===== src/rtl/seven_seg_array.sv =====
// Avalon-MM controlled bank of hex seven-segment digits with blank, leading-zero suppress, decimal points and blink.
// Latency: readdata one cycle after a read; segs/dp one cycle after any register or blink-phase change.
// Backpressure: none; the slave accepts every access with zero wait states.
module seven_seg_array #(
    parameter int NUM_DIGITS = 6,
    parameter int BLINK_DIV  = 25000000,
    parameter int ACTIVE_LOW = 1
) (
    input  logic                    clk,
    input  logic                    reset,
    input  logic [1:0]              address,
    input  logic                    chipselect,
    input  logic                    write,
    input  logic [31:0]             writedata,
    input  logic                    read,
    output logic [31:0]             readdata,
    output logic [7*NUM_DIGITS-1:0] segs,
    output logic [NUM_DIGITS-1:0]   dp
);

    localparam int             DW       = 4 * NUM_DIGITS;
    localparam int             CW       = $clog2(BLINK_DIV);
    localparam logic [CW-1:0]  CNT_LAST = CW'(BLINK_DIV - 1);
    localparam logic           OFF_LVL  = (ACTIVE_LOW != 0);

    logic [DW-1:0]          data_reg;
    logic [2:0]             ctrl_reg;
    logic [NUM_DIGITS-1:0]  blank_reg;
    logic [NUM_DIGITS-1:0]  dpmask_reg;
    logic [CW-1:0]          blink_cnt;
    logic                   blink_phase;

    logic                   wr_en;
    logic                   rd_en;
    logic                   blink_off;
    logic [31:0]            rd_mux;
    logic [7*NUM_DIGITS-1:0] segs_nxt;
    logic [NUM_DIGITS-1:0]  dp_nxt;
    logic [3:0]             nib;
    logic                   zero_run;
    logic                   dark;
    logic [6:0]             seg_on;
    logic                   unused_wdata;

    assign unused_wdata = ^writedata;

    // A simultaneous read and write is treated as a write only.
    assign wr_en = chipselect & write;
    assign rd_en = chipselect & read & ~write;

    // Gating on the enable bit as well lets a blink-disable take effect without waiting for the phase to clear.
    assign blink_off = ctrl_reg[2] & blink_phase;

    // Active-high segment patterns, bit0 = a .. bit6 = g.
    function automatic logic [6:0] hex7(input logic [3:0] n);
        logic [6:0] p;
        case (n)
            4'h0: p = 7'h3F;
            4'h1: p = 7'h06;
            4'h2: p = 7'h5B;
            4'h3: p = 7'h4F;
            4'h4: p = 7'h66;
            4'h5: p = 7'h6D;
            4'h6: p = 7'h7D;
            4'h7: p = 7'h07;
            4'h8: p = 7'h7F;
            4'h9: p = 7'h6F;
            4'hA: p = 7'h77;
            4'hB: p = 7'h7C;
            4'hC: p = 7'h39;
            4'hD: p = 7'h5E;
            4'hE: p = 7'h79;
            default: p = 7'h71;
        endcase
        return p;
    endfunction

    always_comb begin
        rd_mux = '0;
        case (address)
            2'd0: rd_mux[DW-1:0]         = data_reg;
            2'd1: rd_mux[2:0]            = ctrl_reg;
            2'd2: rd_mux[NUM_DIGITS-1:0] = blank_reg;
            2'd3: rd_mux[NUM_DIGITS-1:0] = dpmask_reg;
        endcase
    end

    // Walk from the most significant digit down so zero_run means "this digit and all above are zero".
    always_comb begin
        segs_nxt = '0;
        dp_nxt   = '0;
        nib      = '0;
        zero_run = 1'b1;
        dark     = 1'b0;
        seg_on   = '0;
        for (int d = NUM_DIGITS - 1; d >= 0; d--) begin
            nib      = data_reg[4*d +: 4];
            zero_run = zero_run & (nib == 4'd0);
            dark     = !ctrl_reg[0] || blank_reg[d] || blink_off ||
                       (ctrl_reg[1] && (d != 0) && zero_run);
            seg_on   = dark ? 7'd0 : hex7(nib);
            segs_nxt[7*d +: 7] = seg_on ^ {7{OFF_LVL}};
            dp_nxt[d]          = (!dark && dpmask_reg[d]) ^ OFF_LVL;
        end
    end

    always_ff @(posedge clk) begin
        if (reset) begin
            data_reg    <= '0;
            ctrl_reg    <= 3'b001;
            blank_reg   <= '0;
            dpmask_reg  <= '0;
            blink_cnt   <= '0;
            blink_phase <= 1'b0;
            readdata    <= '0;
            segs        <= {(7*NUM_DIGITS){OFF_LVL}};
            dp          <= {NUM_DIGITS{OFF_LVL}};
        end else begin
            if (wr_en) begin
                case (address)
                    2'd0: data_reg   <= writedata[DW-1:0];
                    2'd1: ctrl_reg   <= writedata[2:0];
                    2'd2: blank_reg  <= writedata[NUM_DIGITS-1:0];
                    2'd3: dpmask_reg <= writedata[NUM_DIGITS-1:0];
                endcase
            end
            if (rd_en)
                readdata <= rd_mux;

            if (!ctrl_reg[2]) begin
                blink_cnt   <= '0;
                blink_phase <= 1'b0;
            end else if (blink_cnt == CNT_LAST) begin
                blink_cnt   <= '0;
                blink_phase <= ~blink_phase;
            end else begin
                blink_cnt <= blink_cnt + 1'b1;
            end

            segs <= segs_nxt;
            dp   <= dp_nxt;
        end
    end

endmodule


===== config.mk =====
export PLATFORM = sky130hd
export DESIGN_NAME = seven_seg_array
export DESIGN_NICKNAME = d
export VERILOG_FILES = /design/src/rtl/seven_seg_array.sv
export SDC_FILE = /design/constraint.sdc
export NUM_CORES = 1
export LEC_CHECK = 0
export CORE_MARGIN = 2
export CORE_UTILIZATION = 34
export CTS_CLUSTER_SIZE = 14
export DETAILED_ROUTE_END_ITERATION = 10
export GPL_ROUTABILITY_DRIVEN = 1
export PLACE_DENSITY_LB_ADDON = 0.05
export SKIP_LAST_GASP = 1
export SLEW_MARGIN = 40
export SYNTH_ARGS = -nofsm -noshare
export SYNTH_HDL_FRONTEND = slang
export SYNTH_SLANG_ARGS = --single-unit

===== constraint.sdc =====
create_clock -name clk -period 4.06 [get_ports clk]
set_clock_uncertainty 0.05 [all_clocks]
set_input_delay 1.218 -clock clk [delete_from_list [all_inputs] [get_ports clk]]
set_output_delay 1.218 -clock clk [all_outputs]
set_load 0.1 [all_outputs]

# After elaboration in Yosys (flattened, before gate mapping)
# Memories as Yosys holds them, arrays and structs flattened. A register that Yosys moved wholly into a read port is not among the register bits.
# Cells that the tools add are included.
[totals] register_bits=137 mem_bits_ro=672 inputBits=39 output_inout_bits=80 word_cells=111 n_memories=6
[classes] addsub=1 n_eq_ne=4 n_mux=21 bitwise=23 n_reduce_logical=47
[memory_table] name="(no name shown)" depth=16 width=7 rd=1 rd_ports_with_merged_regs=1 wr=0 line="57" text="case (n)"
[memory_table] name="(no name shown)" depth=16 width=7 rd=1 rd_ports_with_merged_regs=1 wr=0 line="57"
[memory_table] name="(no name shown)" depth=16 width=7 rd=1 rd_ports_with_merged_regs=1 wr=0 line="57"
[memory_table] name="(no name shown)" depth=16 width=7 rd=1 rd_ports_with_merged_regs=1 wr=0 line="57"
[memory_table] name="(no name shown)" depth=16 width=7 rd=1 rd_ports_with_merged_regs=1 wr=0 line="57"
[memory_table] name="(no name shown)" depth=16 width=7 rd=1 rd_ports_with_merged_regs=1 wr=0 line="57"
[op_table] operator="4-bit 2-to-1 mux" n=12
[op_table] operator="7-bit 2-to-1 mux" n=6
[op_table] operator="7-bit NOT" n=6
[op_table] operator="25-bit by 1-bit adder with 25-bit output, second input constant" n=1
[op_table] operator="25-bit equality test, second input constant" n=1
[op_table] operator="4-bit zero test" n=5
[op_table] operator="18-bit 2-to-1 mux" n=1
[op_table] operator="1-bit logical OR" n=17
[op_table] operator="3-bit one-hot mux with 4 select lines" n=1
[op_table] operator="1-bit logical AND" n=11
[op_table] operator="1-bit NOT" n=9
[op_table] operator="3-bit one-hot mux with 3 select lines" n=1
[op_table] operator="1-bit bitwise AND" n=8
[op_table] operator="2-bit AND reduction" n=4
[op_table] operator="1-bit zero test" n=7
[op_table] operator="2-bit equality test, second input constant" n=2
[op_table] operator="3-bit OR reduction" n=1
[op_table] operator="2-bit by 1-bit equality test with 1-bit output, second input constant" n=1
[op_table] operator="2-bit zero test" n=1
[op_table] operator="2-bit OR reduction" n=1

# Longest topological paths before layout
[depth] word_depth=10 depth_mapped=13 mapped_depth_nobuf=8

# Worst setup path after synthesis
# OpenSTA, ideal clock, no wires.
[synth_timing] path_type="input to register" from="in write" to="reg with a tool-made name" setup_time_ns=0.122 arrival_ns=3.140 path_slack_ns=0.749 path_stages=13 n_path_buf=5 cell_sequence="buf_2 > nand4bb_2 > buf_6 > buf_12 > buf_6 > buf_6 > mux2i_1 > nor2_1 > inv_1 > ha_1 > inv_1 > a211oi_1 > a221o_1"
[synth_lines] item="start: declaration" line="13" text="input logic write,"

==> reports/results.ini <==
[global_route]
grt_max_degree = 58
grt_util_met1_pct = 22.8
grt_overflow = 0
grt_pass1_wl_um = 33300
use_met2_pct = 28.1
busiest_layer = met2
grtUsageTotal_pct = 17.1
grt_antenna_before_repair = 0
grt_pass1_vias = 6375
gr-usage-met3_pct = 3.32

[finish]
antenna_cells = 0
final_cells = 1238
design_area_um2 = 9550
fillers = 2246
final_cell_mix = dfxtp_1, nand2_1, nor2_1
final_common_cell = dfxtp_1
syn_to_final_growth_pct = 21.2
drive_above_1_share_pct = 16.8
finalNetCount = 1022

[clock_network]
clockBufferDepth = 2
insertion_delay_ns = 0.42
cts_buffers = 17
cts_root_buf = clkbuf_16
clk_pin_slew_ns = 0.07
cts_tree = yes
cts_resized = 0
htree_levels = 4
post_cts_buffers = 0
cts_num_sinks = 179
cts-hold-fix-buffers = 0

[sta]
timing.final.crit_share_pct = 84.3
fin_setup_tns_ns = 0
final_hold_viol_count = 0
slew_headroom_pct = 35.1
setup_violations = 0
slew_violations = 0
rsz0062_at_grt = no
fmax_ghz = 0.292
worst_slew_pin_slew_ns = 0.962
finalWorstSetupSlack_ns = 0.637
period_minus_slack_ns = 3.42

[worst_setup_path]
crit_arrival_ns = 3.68
worstRegToRegCells = 4
slowest_delay_ns = 0.66
crit_buf_inv = 3
cp.required_ns = 4.32
startpoint_type = input pin
critPathTopFamily = buffers and inverters
cp.depth = 9
cp_cell_sequence = clkdlybuf4s50_1 > and4bb_2 > buf_4 > nand2_1 > a21o_1 > inv_1 > ha_1 > nand2b_1 > a221o_1
crit_type = input pin to flip-flop
cp_max_fo = 15
worstSetupEndpointType = flip-flop
cp_slowest_cell = clkdlybuf4s50_1

[power_and_ir_drop]
p_sw_w = 0.00125
switching_share_pct = 29.6
p_per_area_nw_per_um2 = 441
pwr-share-seq_pct = 43.7
p_leak_nw = 4.00
internal_power_w = 0.00297
vdd_drop_max_mv = 0.203
p_clk_share_pct = 42.0
comb_power_share_pct = 14.3

[place]
gp_congestion = 0.844
port_buffers = 102
dpl_worst_slack_ns = 0.185
dpl.cell_count = 1206
dp_hpwl_um = 14600
placed_area_um2 = 8920

[synth]
ys_seq_area_share_pct = 45.5
synth_seq_cells = 179
ys_warn_count = 0
synthFlopType = dfxtp_1
syn_inst = 835
ys_async_sr_fraction_pct = 0
avgSynthCellArea_um2 = 9.44
synth_edf_count = 0
syn-cell-area_um2 = 7880
synth_cell_types = 60

[drt]
drtPass1Iterations = 5
wl_per_cell_um = 16.4
drt_iter0_drc = 359
wl_um = 20300
routed_via_density = 5.12
vias = 6343
drc = 0
ant_nets = 0

[worst_hold_path]
hp-class = flip-flop to flip-flop
holdPathStages = 1

[die]
die_area_um2 = 24400
die_y_um = 156
coreArea_um2 = 22700
fp.dieW_um = 156
rows = 55
io_pins = 119
start_util_pct = 34.7

[outcome]
status = completed

[run]
drv_cap = 0

==> power by group through the flow <==
stage	combinational, W	sequential (W)	clock, W
after floorplan	0.000192	0.00215	0
after global placement	0.000633	0.00188	0
after detailed placement	0.000605	0.00188	0
after CTS	0.000607	0.00184	0.00182
after global routing	0.000637	0.00185	0.00188
final	0.000604	0.00184	0.00177
==> cell families (layout without fill, tap and decap cells) <==
group                      after synthesis  count (layout)  share of synthesized area (%)
xor gates and xnor gates                11              11                           1.22
buffers and inverters                   94             205                           5.45
adders and majority gates               43              43                           6.83
DFF                                    179             179                           45.5
muxes                                   58              58                           8.62
AOI/OAI and AO/OA                      139             139                           12.3
other                                    1               8                         0.0476
and+or+nand+nor                        310             310                           20.0
==> per-stage QoR <==
| stage | power [W] | utilization, % | hold slack, ns |
|---|---|---|---|
| 6_report | 0.00421 | 42.1 | 0.313 |
| 5_1_grt | 0.00437 | 42.1 | 0.327 |
| 4_1_cts | 0.00426 | 42.1 | 0.316 |
| 3_5_place_dp | 0.00249 | 39.3 | 0.300 |
| 3_3_place_gp | 0.00252 | 40.6 | 0.295 |
| 2_1_floorplan | 0.00234 | - | 0.293 |
==> routing by layer <==
layer | up-vias | part of all wire [%]
li1 | 3162 | -
met1 | 3008 | 48
met2 | 152 | 47
met3 | 21 | 3.8
met4 | 0 | 1.4
met5 | - | 0
==> worst paths after layout <==
| check | start | end | slack [ns] |
|---|---|---|---|
| setup / recovery | write | flip-flop | 0.64 |
| hold / removal | flip-flop | segs[40] | 0.31 |
| setup reg to reg | blink_cnt[2] | blink_cnt[24] | 1.94 |
| hold reg to reg | flip-flop | segs[40] | 0.31 |
==> synth_stat cells (9+ instances only) <==
library cell,instances,area share (%)
mux2_2,11,1.6
nand2_1,93,4.4
nand3b_1,25,2.4
nand4_1,10,0.79
nor2_1,62,3.0
dfxtp_1,179,45
ha_1,43,6.8
nor3_1,26,1.7
inv_1,46,2.2
a221oi_1,9,1.0
or3_1,13,1.0
a21o_1,9,0.86
a211oi_1,15,1.4
a21oi_1,45,2.9
mux2i_1,38,4.8
o31ai_1,9,0.86
clkbuf_1,25,1.2
nand3_1,27,1.7
==> layout make-up <==
type	count	area [um^2]	area share, %
Inverter	46	173	1.81
Multi-Input combinational cell	569	3920	41.0
Timing Repair Buffer	127	888	9.30
Clock buffer	19	443	4.64
Sequential cell	179	3580	37.5
Tap cell	285	357	3.73
Clock inverter	13	190	1.99
Note: power is estimated with default switching activity, not from simulation.
